**config.mk**
```make
export PLATFORM = sky130hd
export DESIGN_NAME = scoreboard_hazard_unit
export DESIGN_NICKNAME = d
export VERILOG_FILES = /design/src/rtl/cpu_types_pkg.sv /design/src/rtl/hu_scoreboard.sv /design/src/rtl/scoreboard_hazard_unit.sv
export SDC_FILE = /design/constraint.sdc
export NUM_CORES = 1
export LEC_CHECK = 0
export CAP_MARGIN = 20
export CORE_MARGIN = 3
export CORE_UTILIZATION = 55
export DETAILED_ROUTE_END_ITERATION = 12
export GPL_TIMING_DRIVEN = 0
export PLACE_DENSITY = 0.79
export SLEW_MARGIN = 20
export SYNTH_ARGS = -nofsm -noshare
export SYNTH_HDL_FRONTEND = slang
export SYNTH_SLANG_ARGS = --single-unit
```
**constraint.sdc**
```tcl
create_clock -name CLK -period 11.1 [get_ports CLK]
set_input_delay 2.775 -clock CLK [delete_from_list [all_inputs] [get_ports CLK]]
set_output_delay 2.775 -clock CLK [all_outputs]
set_load 0.02 [all_outputs]
```
**src/rtl/cpu_types_pkg.sv**
```systemverilog
// Shared types for the pipeline hazard logic.
//   hz_cause_t  : reason the ID stage is held or squashed (3 bits)
//   mdu_state_t : occupancy state of the multi-cycle multiply/divide unit
package cpu_types_pkg;

    typedef enum logic [2:0] {
        HZ_NONE  = 3'd0,
        HZ_RAW   = 3'd1,
        HZ_WAW   = 3'd2,
        HZ_MDU   = 3'd3,
        HZ_MEM   = 3'd4,
        HZ_FLUSH = 3'd5
    } hz_cause_t;

    typedef enum logic {
        MDU_IDLE = 1'b0,
        MDU_BUSY = 1'b1
    } mdu_state_t;

endpackage

```
**src/rtl/hu_scoreboard.sv**
```systemverilog
// Per-register latency counter bank for the hazard unit.
//   CLK, RST  : clock, async active-high reset (clears every counter)
//   dec_en    : decrement every nonzero counter by one this cycle
//   set_en    : load counter set_idx with set_val (wins over the decrement)
//   set_idx   : register index to load; index 0 is never loaded
//   set_val   : value to load
//   rd_idx    : register index whose count is presented on rd_cnt
//   rd_cnt    : current count of register rd_idx
//   busy_vec  : bit r set while counter r is nonzero
module hu_scoreboard #(
    parameter int unsigned NREGS = 32,
    parameter int unsigned REG_W = 5,
    parameter int unsigned LAT_W = 3
) (
    input  logic             CLK,
    input  logic             RST,
    input  logic             dec_en,
    input  logic             set_en,
    input  logic [REG_W-1:0] set_idx,
    input  logic [LAT_W-1:0] set_val,
    input  logic [REG_W-1:0] rd_idx,
    output logic [LAT_W-1:0] rd_cnt,
    output logic [NREGS-1:0] busy_vec
);

    logic [LAT_W-1:0] cnt [NREGS];

    // cnt[0] is only ever cleared, so register 0 can never look pending.
    always_ff @(posedge CLK or posedge RST) begin
        if (RST) begin
            for (int unsigned r = 0; r < NREGS; r++) begin
                cnt[r] <= '0;
            end
        end else begin
            for (int unsigned r = 1; r < NREGS; r++) begin
                if (set_en && set_idx == REG_W'(r)) begin
                    cnt[r] <= set_val;
                end else if (dec_en && cnt[r] != '0) begin
                    cnt[r] <= cnt[r] - LAT_W'(1);
                end
            end
        end
    end

    always_comb begin
        busy_vec = '0;
        for (int unsigned r = 0; r < NREGS; r++) begin
            busy_vec[r] = (cnt[r] != '0);
        end
    end

    assign rd_cnt = cnt[rd_idx];

endmodule

```
**src/rtl/scoreboard_hazard_unit.sv**
```systemverilog
// Hazard unit for the 5-stage pipeline, sitting beside decode.
// Tracks per-register result latency, multi-cycle MDU occupancy, memory-wait
// freezes and mispredict flushes (deferred while frozen), and drives the
// PC / IF-ID stall and IF-ID / ID-EX flush controls.
//   CLK, RST                  : clock, async active-high reset
//   id_valid                  : valid instruction in ID
//   id_rs, id_rt              : source registers
//   id_rs_used, id_rt_used    : source actually read
//   id_dest, id_wen           : destination register and its write enable
//   id_lat                    : cycles until forwardable (0 or >MAX_LAT -> MAX_LAT)
//   id_mdu                    : instruction uses the multi-cycle MDU
//   mdu_done                  : MDU result ready (1-cycle pulse)
//   ex_mispredict             : branch in EX resolved mispredicted
//   imem_wait, dmem_wait      : memory not ready (freeze the pipeline)
//   stall_PC, stall_IFID      : hold PC / IF-ID latch
//   flush_IFID, flush_IDEX    : zero IF-ID latch / bubble into ID-EX
//   issue                     : ID instruction advances this cycle
//   busy_vec                  : per-register pending result
//   stall_cause               : highest-priority active cause (hz_cause_t)
module scoreboard_hazard_unit
    import cpu_types_pkg::*;
#(
    parameter int unsigned NREGS   = 32,
    parameter int unsigned REG_W   = 5,
    parameter int unsigned MAX_LAT = 4,
    parameter int unsigned LAT_W   = 3
) (
    input  logic             CLK,
    input  logic             RST,
    input  logic             id_valid,
    input  logic [REG_W-1:0] id_rs,
    input  logic [REG_W-1:0] id_rt,
    input  logic             id_rs_used,
    input  logic             id_rt_used,
    input  logic [REG_W-1:0] id_dest,
    input  logic             id_wen,
    input  logic [LAT_W-1:0] id_lat,
    input  logic             id_mdu,
    input  logic             mdu_done,
    input  logic             ex_mispredict,
    input  logic             imem_wait,
    input  logic             dmem_wait,
    output logic             stall_PC,
    output logic             stall_IFID,
    output logic             flush_IFID,
    output logic             flush_IDEX,
    output logic             issue,
    output logic [NREGS-1:0] busy_vec,
    output logic [2:0]       stall_cause
);

    mdu_state_t       mdu_state, mdu_state_next;
    logic [REG_W-1:0] mdu_dest, mdu_dest_next;
    logic             pend_flush;

    logic             freeze;
    logic             flush_now;
    logic [LAT_W-1:0] lat_eff;
    logic [LAT_W-1:0] sb_set_val;
    logic             sb_set_en;
    logic [LAT_W-1:0] sb_rd_cnt;
    logic [NREGS-1:0] sb_busy;
    logic [NREGS-1:0] mdu_bits;
    logic [NREGS-1:0] busy_int;
    logic             raw_hz, waw_hz, mdu_hz, any_hz;
    logic             issue_int;
    hz_cause_t        cause;

    assign freeze    = imem_wait | dmem_wait;
    assign flush_now = (ex_mispredict | pend_flush) & ~freeze;

    always_comb begin
        if (id_lat == '0 || id_lat > LAT_W'(MAX_LAT)) begin
            lat_eff = LAT_W'(MAX_LAT);
        end else begin
            lat_eff = id_lat;
        end
    end

    // The counter holds the number of *further* cycles until forwardable, so a
    // latency-1 op loads 0 and its consumer in the next cycle does not stall.
    assign sb_set_val = lat_eff - LAT_W'(1);
    assign sb_set_en  = issue_int & id_wen & (id_dest != '0) & ~id_mdu;

    hu_scoreboard #(
        .NREGS (NREGS),
        .REG_W (REG_W),
        .LAT_W (LAT_W)
    ) u_sb (
        .CLK      (CLK),
        .RST      (RST),
        .dec_en   (~freeze),
        .set_en   (sb_set_en),
        .set_idx  (id_dest),
        .set_val  (sb_set_val),
        .rd_idx   (id_dest),
        .rd_cnt   (sb_rd_cnt),
        .busy_vec (sb_busy)
    );

    always_comb begin
        mdu_bits = '0;
        if (mdu_state == MDU_BUSY && mdu_dest != '0) begin
            mdu_bits[mdu_dest] = 1'b1;
        end
    end

    assign busy_int = sb_busy | mdu_bits;

    // Hazard detection only matters for a valid ID instruction.
    assign raw_hz = id_valid &
                    ((id_rs_used & (id_rs != '0) & busy_int[id_rs]) |
                     (id_rt_used & (id_rt != '0) & busy_int[id_rt]));
    // WAW: an older write to the same register would land after this one.
    assign waw_hz = id_valid & id_wen & (id_dest != '0) &
                    ((sb_rd_cnt >= lat_eff) ||
                     (mdu_state == MDU_BUSY && id_dest == mdu_dest));
    assign mdu_hz = id_valid & id_mdu & (mdu_state == MDU_BUSY) & ~mdu_done;
    assign any_hz = raw_hz | waw_hz | mdu_hz;

    // State register: MDU FSM, its destination and the deferred flush.
    always_ff @(posedge CLK or posedge RST) begin
        if (RST) begin
            mdu_state  <= MDU_IDLE;
            mdu_dest   <= '0;
            pend_flush <= 1'b0;
        end else begin
            mdu_state <= mdu_state_next;
            mdu_dest  <= mdu_dest_next;
            if (freeze) begin
                if (ex_mispredict) begin
                    pend_flush <= 1'b1;
                end
            end else begin
                pend_flush <= 1'b0;
            end
        end
    end

    // Next state: mdu_done is honoured regardless of freeze; a new MDU issue in
    // the done cycle keeps the unit busy with the new destination.
    always_comb begin
        mdu_state_next = mdu_state;
        mdu_dest_next  = mdu_dest;
        case (mdu_state)
            MDU_IDLE: begin
                if (issue_int && id_mdu) begin
                    mdu_state_next = MDU_BUSY;
                    mdu_dest_next  = id_wen ? id_dest : '0;
                end
            end
            MDU_BUSY: begin
                if (issue_int && id_mdu) begin
                    mdu_dest_next = id_wen ? id_dest : '0;
                end else if (mdu_done) begin
                    mdu_state_next = MDU_IDLE;
                end
            end
            default: mdu_state_next = MDU_IDLE;
        endcase
    end

    // Outputs, priority MEM > FLUSH > MDU > WAW > RAW.
    always_comb begin
        stall_PC   = 1'b0;
        stall_IFID = 1'b0;
        flush_IFID = 1'b0;
        flush_IDEX = 1'b0;
        issue_int  = 1'b0;
        cause      = HZ_NONE;
        if (RST) begin
            cause = HZ_NONE;
        end else if (freeze) begin
            stall_PC   = 1'b1;
            stall_IFID = 1'b1;
            cause      = HZ_MEM;
        end else if (flush_now) begin
            flush_IFID = 1'b1;
            flush_IDEX = 1'b1;
            cause      = HZ_FLUSH;
        end else if (any_hz) begin
            stall_PC   = 1'b1;
            stall_IFID = 1'b1;
            flush_IDEX = 1'b1;
            if (mdu_hz) begin
                cause = HZ_MDU;
            end else if (waw_hz) begin
                cause = HZ_WAW;
            end else begin
                cause = HZ_RAW;
            end
        end else begin
            issue_int = id_valid;
        end
    end

    assign issue       = issue_int;
    assign stall_cause = cause;
    assign busy_vec    = RST ? '0 : busy_int;

endmodule

```
==> run metrics, run 1 <==
outcome finished clean; GRT Util Overall 0.2976; Logic pwr share 0.488; Critical Path Sink Type primary output; Max Clock Skew 0.01246 ns; commonest non-fill, non-tap cells in the layout 110 x inv_1, 102 x mux2i_1, 100 x dfrtp_1; Cells after Synth between 900 and 1,000; r2r startpoint u_sb.cnt[37]; Hold Crit Depth 2; Clock Latency Late Sink approximately 0.36 ns; Worst Max-Slew Pin Slew ~0.99 ns; CP Class in -> out; max-slew violation count 0; ratio of cells with drive above 1 in the final layout 0.1059; crit path DAT ~8.0 ns; Peak supply drop between 0.00009 and 0.0001 V; post-synthesis to final-layout area growth 14.47%; Final #Nets approximately 1,100; Crit Reg-Reg Endpoint u_sb.cnt[87]; core area around 15,000 sq um; gr ovfl total 0; Vias between 7,000 and 8,000; Post-synth ARST share 1.000; vias in the first global route about 7,500; FF-to-FF path depth 12; Hold Path End u_sb.cnt[90]; RSZ-0062 raised after global routing false; Std-Cell Rows 45; commonest non-fill, non-tap cell in the layout inv_1; Lkg Pwr just under 5 nW; Place WS between 0.06 and 0.07 ns; Pwr per Cell Area 196.2 nW/um^2; CP top delay family buffers and inverters; Yosys top cell area share 0.2885; Initial Utilization 0.5663; average size of a mapped cell 8.979 sq um; Routed wire per std cell approximately 20 um; CTS root buffer clkbuf_16; cell area after synthesis between 8000 and 9000 sq um; First DRT Iteration DRCs ~730; DRC 0; total clock sinks 100; clock share of power 0.162; Post-CTS Resized 0; TritonCTS buffer count 9; register share of total power 0.349; CTS Buffer Depth 2; I/O Buffers between 60 and 70; P_int approximately 1.2 mW; total detailed-routing wirelength approximately 25,000 um; synth top area cells dfrtp_1 29%, mux2i_1 12%, ha_1 9.7%, mux4_2 7.8%, o21ai_0 5.0%; main flop type after synthesis dfrtp_1; largest area contributor in the netlist dfrtp_1; Post-synth EDFFs 0; hold_ws roughly 0.58 ns; max_slew headroom 0.3404; ANT cells 0; chip height 131.6 um; Final Hold Viols 0; setup TNS 0 ns; postcts setup bufs 0; Data required, critical path approximately 8.3 ns; clock slew at reported path FFs approximately 0.060 ns; Via density around 6; Buf/Inv on CP 6; Tmin final 10.81 ns; H-tree Lvls 3; Die Footprint around 17,000 sq um; FF-to-FF setup slack around 6.5 ns; switching share of power 0.4011; Max Cap Violations 0; synth unique cells 63; register area share after synthesis 0.2885; slowest stage delay, CP about 0.6 ns; CP startpoint kind primary input; DR pass1 iterations 5; DIE WIDTH 131.6 um; class of the worst hold path reg -> reg; YS warnings 3; Max Fclk 92.49 MHz; critical-path cell list clkdlybuf4s50_1 > buf_1 > buf_8 > clkbuf_1 > mux4_2 > mux4_2 > mux2i_1 > ha_1 > nand2b_1 > a21o_1 > a21oi_1 > a211o_1 > nand2_1 > o311a_1 > buf_4 > clkdlybuf4s50_1; Synth Net Count around 1,100; #FFs+latches synth 100; DP HPWL between 15,000 and 20,000 um; placed cell areas a little under 10,000 sq um; routability cong. 0.9430; crit-path max FO 10; ratio of final minimum period to clock period 0.9741; pin count of the biggest net entering global routing 43; initial antenna violation count 0; first-pass GRT wire length roughly 41,000 um; endpoints failing setup 0; Power Total roughly 1.9 mW; Routed Antenna Nets 0; CP max stage cell clkdlybuf4s50_1; fin area 9928 sq um; Ports 69; # hold bufs at CTS 0; final setup margin roughly 0.29 ns; P_sw roughly 800 uW; startpoint of the worst hold path u_sb.cnt[90]; CTS tree yes
==> worst max path at each step <==
stage / start / end / slack, ns / cells past startpoint
after floorplan: RST / stall_PC / 1.20 / 5
after global placement: RST / stall_PC / -0.69 / 6
after detailed placement: id_dest[0] / stall_PC / 0.07 / 15
after CTS: id_dest[0] / stall_PC / 0.06 / 15
after global routing: id_dest[0] / stall_PC / 0.06 / 16
final: id_dest[0] / stall_PC / 0.29 / 16
==> tightest hold or removal path, stage by stage (launching register included) <==
cell     delay, ns
dfrtp_1       0.36
xnor2_1       0.12
mux2i_1       0.06
==> Yosys cell counts, drive strengths merged, types with 4 or more instances <==
library cell / number
nor2b: 8
xor2: 5
ha: 67
dfrtp: 100
clkbuf: 36
and2: 21
nand4: 5
o211a: 5
a211oi: 8
mux2: 7
nand3: 36
a21oi: 20
or2: 6
nor4: 5
mux4: 30
and3: 4
nand2: 90
nor3: 6
nand2b: 11
nor2: 77
xnor2: 32
nand4b: 4
buf: 23
o21ai: 91
inv: 110
o211ai: 13
mux2i: 102
==> final cells by class <==
class | instances | area, sq um
inverter | 111 | 416.7
buffer | 59 | 255.2
tap | 211 | 264.0
multi-input combinational | 696 | 5504
fill | 1291 | 5386
sequential | 100 | 2502
clock inverter | 2 | 16.27
timing repair buffer | 66 | 685.7
clock buffer | 14 | 284.0
==> flip-flops by register name, indices dropped and copies added (netlist names) <==
register / count
u_sb.cnt: 93
mdu_dest: 5
mdu_state: 1
pend_flush: 1
==> per-stage QoR <==
step | cells | utilization
3_5_place_dp | 1242 | 0.6277
5_1_grt | 1259 | 0.6483
3_3_place_gp | 1240 | 0.6248
6_report | 1259 | 0.6483
4_1_cts | 1258 | 0.6473
2_1_floorplan | 966 | -
==> kinds of logic after synthesis <==
| logic type | synth area share |
|---|---|
| AND/OR/NAND/NOR | 0.1773 |
| buffers and inverters | 0.07689 |
| multiplexers | 0.2047 |
| AO/OA/AOI/OAI | 0.1186 |
| adder cells (fa/ha/maj) | 0.09665 |
| flip-flops | 0.2885 |
| XOR/XNOR | 0.03736 |
==> power by group through the flow <==
stage | Sequential [mW] | Clock (mW) | Combinational [mW]
6_report | 0.680 | 0.316 | 0.951
3_5_place_dp | 0.679 | 0 | 0.936
4_1_cts | 0.675 | 0.319 | 0.946
2_1_floorplan | 0.632 | 0 | 0.698
5_1_grt | 0.700 | 0.335 | 1.07
3_3_place_gp | 0.673 | 0 | 0.889
==> per-layer routing <==
layer  vias to the layer above  global-route usage  wire length [um]  share of wire
met5                         -                   0                 0              0
li1                       3519                   -                 -              -
met2                       378              0.4702             11710           0.46
met1                      3599              0.3972             10660           0.42
met3                        68             0.05819              2066          0.081
met4                         0              0.1348              1044          0.041
Note: power is estimated with default switching activity, not from simulation.
==> run 2: changes to the inputs <==
Settings changed: CORE_MARGIN 3 to unset, GPL_ROUTABILITY_DRIVEN set to 0, SKIP_CTS_REPAIR_TIMING set to 1.
==> run 2 against run 1 <==
Compared with the run above: cell count is 0.24% lower; sequential power hardly changed; critical path depth is 1 lower; design area is 0.34% lower; global-route usage is 2.3 points higher; setup slack better by 0.041 ns; first-iteration DRC count is 6.0% higher; combinational power is 0.9% lower; critical path type unchanged; critical endpoint unchanged; largest power group unchanged.
==> run metrics, run 2 (same netlist as run 1, synthesis figures left out) <==
Pwr per Cell Area ~190 nW/um^2; max reg flops 93; max_slew headroom 0.2628; most flop-heavy register u_sb.cnt; hold_ws 0.6016 ns; vias in the first global route about 7,300; CP max stage cell clkbuf_1; FF-to-FF path depth 13; Ports between 60 and 70; area of the multi-input gates 5504 sq um; Via density 6.122; ratio of final minimum period to clock period 0.9704; pin count of the biggest net entering global routing 50; clock slew at reported path FFs 0.07 ns; CTS Buffer Depth 2; Hold Path End u_sb.cnt[92]; Peak supply drop 0.00009396 V; CP Class in -> out; Hold Crit Depth 2; Cells after DPL around 1,200; RSZ-0062 raised after global routing false; DP HPWL about 19,000 um; final setup margin approximately 0.33 ns; Tmin final approximately 11 ns; endpoints failing setup 0; core area about 15,000 sq um; # fillers 1,271; total detailed-routing wirelength about 25,000 um; GRT Util Overall 0.3207; Crit Reg-Reg Endpoint u_sb.cnt[59]; chip height ~130 um; H-tree Lvls 3; fin util 0.6461; Vias roughly 7,700; ratio of cells with drive above 1 in the final layout 0.1053; Die Footprint around 16,000 sq um; Critical Path Sink Type primary output; CP startpoint kind primary input; Routed Antenna Nets 0; Place WS 0.06949 ns; total clock sinks 100; CTS root buffer clkbuf_16; First DRT Iteration DRCs 775; post-synthesis to final-layout area growth 14.08%; slowest stage delay, CP roughly 0.70 ns; CTS tree yes; DR pass1 iterations 5; crit-path max FO 10; Worst Max-Slew Pin Slew 1.106 ns; first-pass GRT wire length just under 40,000 um; Initial Utilization 0.5663; TritonCTS buffer count 9; Register Area 2502 sq um; Final #Nets 1,138; Max Clock Skew about 0.0070 ns; outcome finished clean; critical-path cell list clkdlybuf4s50_1 > clkbuf_2 > clkbuf_1 > mux4_2 > mux4_2 > mux2i_1 > ha_1 > nand2b_1 > a21o_1 > a21oi_1 > a211o_1 > nand2_1 > o311a_1 > buf_4 > clkdlybuf4s50_1; crit path DAT around 8 ns; startpoint of the worst hold path u_sb.cnt[92]; Data required, critical path 8.33 ns; commonest non-fill, non-tap cell in the layout inv_1; Routed wire per std cell 19.96 um; ANT cells 0; Max Cap Violations 0; initial antenna violation count 0; class of the worst hold path reg -> reg; FF-to-FF setup slack 6.54 ns; Max Fclk a little over 90 MHz; I/O Buffers 63; gr ovfl total 0; Lkg Pwr 4.907 nW; Cell Count, Final, Fillers Out around 1,300; commonest non-fill, non-tap cells in the layout 110 x inv_1, 102 x mux2i_1, 100 x dfrtp_1; DIE WIDTH about 130 um; max-slew violation count 0; DRC 0; Final Hold Viols 0; Std-Cell Rows 45; largest registers u_sb.cnt: 93 flops, mdu_dest: 5 flops; r2r startpoint u_sb.cnt[48]; Power Total 1.920 mW; Clock Latency Late Sink ~0.36 ns
-- run 2: area by class of cell --
cell class	count	area share
plain buffers	59	0.02592
clock buffers	10	0.02415
clock inverters	4	0.002656
inverters	111	0.04211
multi-input cells	696	0.5563
flip-flops and latches	100	0.2529
well taps	211	0.02668
repair buffers	65	0.06930
-- run 2: worst max-delay path by stage --
stage | from | end | cells after the start
2_1_floorplan | RST | stall_PC | 5
3_3_place_gp | RST | stall_PC | 6
3_5_place_dp | id_dest[0] | stall_PC | 15
4_1_cts | id_dest[0] | stall_PC | 15
5_1_grt | id_dest[0] | stall_PC | 15
6_report | id_dest[0] | stall_PC | 15
-- run 2: per-stage QoR --
stage,cell area (sq um),TNS (ns)
2_1_floorplan,8673,0
3_3_place_gp,9568,-4.325
3_5_place_dp,9627,0
4_1_cts,9892,0
5_1_grt,9894,0
6_report,9894,0
-- run 2: critical path: cells and delay by family --
kind,cells,cell delay [ns]
buffers and inverters,5,2.41
and+or+nand+nor,2,0.28
muxes,3,1.31
adders and majority gates,1,0.24
AOI/OAI and AO/OA,4,0.99
-- run 2: where the power goes --
group          switching (mW)  internal [mW]
combinational           0.489          0.452
clock                   0.141          0.156
sequential              0.145          0.536
-- run 2: per-layer routing --
layer	vias up	track usage	wire length [um]
met2	423	0.5024	11250
met1	3657	0.4309	10450
met3	93	0.04983	2167
li1	3516	-	-
met4	0	0.1675	1198
met5	-	0	0
==> run 3: changes to the inputs <==
Settings changed: GPL_TIMING_DRIVEN 0 to unset.
==> run 3 against run 2 <==
Compared with the run above: non-clock buffer count decreased by 48; clock power up 3%; sequential power is 6.5% higher; sequential share of layout area up 0.48 points; largest cell class unchanged.
==> run metrics, run 3 (same netlist as run 1, synthesis figures left out) <==
outcome finished clean; DP HPWL 18,050 um; ratio of cells with drive above 1 in the final layout 0.1053; # fillers roughly 1,300; endpoints failing setup 0; crit-path max FO 22; CTS tree yes; CTS root buffer clkbuf_16; total clock sinks 100; first-pass GRT wire length slightly below 40,000 um; largest registers u_sb.cnt: 93 flops, mdu_dest: 5 flops; post-synthesis to final-layout area growth 11.97%; Vias ~7,600; Worst Max-Slew Pin Slew roughly 0.93 ns; crit path DAT between 7 and 8 ns; Hold Crit Depth 2; Clock Latency Late Sink ~0.36 ns; CP max stage cell clkdlybuf4s50_1; chip height around 130 um; most flop-heavy register u_sb.cnt; Max Cap Violations 0; fin util 0.6342; FF-to-FF path depth 13; Critical Path Sink Type primary output; clock slew at reported path FFs ~0.070 ns; gr ovfl total 0; DR pass1 iterations 6; Routed wire per std cell 20.65 um; pin count of the biggest net entering global routing a little under 80; DIE WIDTH ~130 um; commonest non-fill, non-tap cells in the layout 109 x inv_1, 102 x mux2i_1, 100 x dfrtp_1; core area 15,310 sq um; CTS Buffer Depth 2; TritonCTS buffer count 9; Buf/Inv on CP 3; setup TNS 0 ns; register share of total power 0.372; critical-path cell list clkdlybuf4s50_1 > buf_4 > mux4_2 > mux4_2 > mux2i_1 > ha_1 > nand2b_1 > a21o_1 > a21oi_1 > a211o_1 > nand2_1 > o41a_1 > clkdlybuf4s50_1; ANT cells 0; P_int around 1.1 mW; class of the worst hold path reg -> reg; total detailed-routing wirelength 24,950 um; Initial Utilization 0.5663; Power Total about 1.9 mW; switching share of power 0.4136; Pwr per Cell Area 200.5 nW/um^2; Max Clock Skew roughly 0.012 ns; slowest stage delay, CP around 0.85 ns; Routed Antenna Nets 0; Ports a little under 70; vias in the first global route roughly 7,100; Final #Nets roughly 1,100; Die Footprint ~16,000 sq um; Data required, critical path ~8.3 ns; clock share of power 0.156; RSZ-0062 raised after global routing false; GRT Util Overall 0.3170; Logic pwr share 0.471; max_slew headroom 0.3793; CP startpoint kind primary input; DRC 0; area of the multi-input gates about 5500 sq um; Peak supply drop between 0.0001 and 0.00015 V; Lkg Pwr 4.837 nW; Stages on worst setup path 13; Via density between 6 and 7; Max Fclk 100.8 MHz; initial antenna violation count 0; Std-Cell Rows 45; max-slew violation count 0; CP top delay family buffers and inverters; P_sw roughly 800 uW; H-tree Lvls 3; Register Area between 2000 and 3000 sq um; commonest non-fill, non-tap cell in the layout inv_1; Final Hold Viols 0; First DRT Iteration DRCs between 900 and 1,000; Tmin final 9.925 ns; max reg flops 93; CP Class in -> out; I/O Buffers 68; ratio of final minimum period to clock period 0.8941
==> run 3: cell count changes in the layout (fill, tap and decap cells not counted), moves of 2 or more <==
| cell | previous run | this run |
|---|---|---|
| buf_4 | 3 | 8 |
| buf_16 | 2 | 0 |
| buf_2 | 8 | 1 |
| clkdlybuf4s50_1 | 63 | 67 |
| clkbuf_1 | 35 | 0 |
| clkbuf_2 | 2 | 0 |
| buf_1 | 9 | 0 |
==> run 3: stage by stage <==
stage | std cells | setup slack [ns] | hold slack (ns) | area [sq um]
2_1_floorplan | 966 | 1.200 | 0.5325 | 8673
5_1_grt | 1208 | 1.035 | 0.6109 | 9712
4_1_cts | 1208 | 1.251 | 0.5876 | 9712
3_3_place_gp | 1194 | 1.535 | 0.5670 | 9438
3_5_place_dp | 1194 | 1.250 | 0.5736 | 9438
6_report | 1208 | 1.175 | 0.5955 | 9712
==> run 3: worst min-delay path, cell delays in order, from the launching register on <==
cell	delay, ns
dfrtp_1	0.36
xnor2_1	0.12
mux2i_1	0.07
==> run 3: routing by layer <==
| metal | vias to the layer above | wire (um) | global-route usage | share of wire |
|---|---|---|---|---|
| li1 | 3414 | - | - | - |
| met1 | 3642 | 10150 | 0.4254 | 0.41 |
| met2 | 486 | 11110 | 0.4934 | 0.45 |
| met3 | 105 | 2623 | 0.06281 | 0.11 |
| met4 | 0 | 1071 | 0.1522 | 0.043 |
| met5 | - | 0 | 0 | 0 |
==> run 3: path summary, 6_finish.rpt <==
check	start	to	slack (ns)
worst max-delay path	id_dest[1]	flush_IDEX	1.18
worst max register to register	u_sb.cnt[33]	u_sb.cnt[89]	6.96
worst min-delay path	u_sb.cnt[90]	u_sb.cnt[90]	0.60
worst min register to register	u_sb.cnt[90]	u_sb.cnt[90]	0.60
min in group asynchronous	RST	u_sb.cnt[35]	3.15
max in group asynchronous	RST	u_sb.cnt[62]	6.83
==> run 3: layout make-up <==
class / instances / area share
well taps: 211 / 0.02718
clock inverters: 3 / 0.002190
repair buffers: 76 / 0.07575
inverters: 111 / 0.04316
flip-flops and latches: 100 / 0.2577
multi-input cells: 696 / 0.5680
clock buffers: 11 / 0.02602
==> run 3: power by group through the flow <==
stage / clock network (mW) / logic (mW) / registers, mW
6_report: 0.305 / 0.918 / 0.725
4_1_cts: 0.308 / 0.914 / 0.714
3_5_place_dp: 0 / 0.908 / 0.720
2_1_floorplan: 0 / 0.698 / 0.632
5_1_grt: 0.321 / 1.03 / 0.736
3_3_place_gp: 0 / 0.857 / 0.723
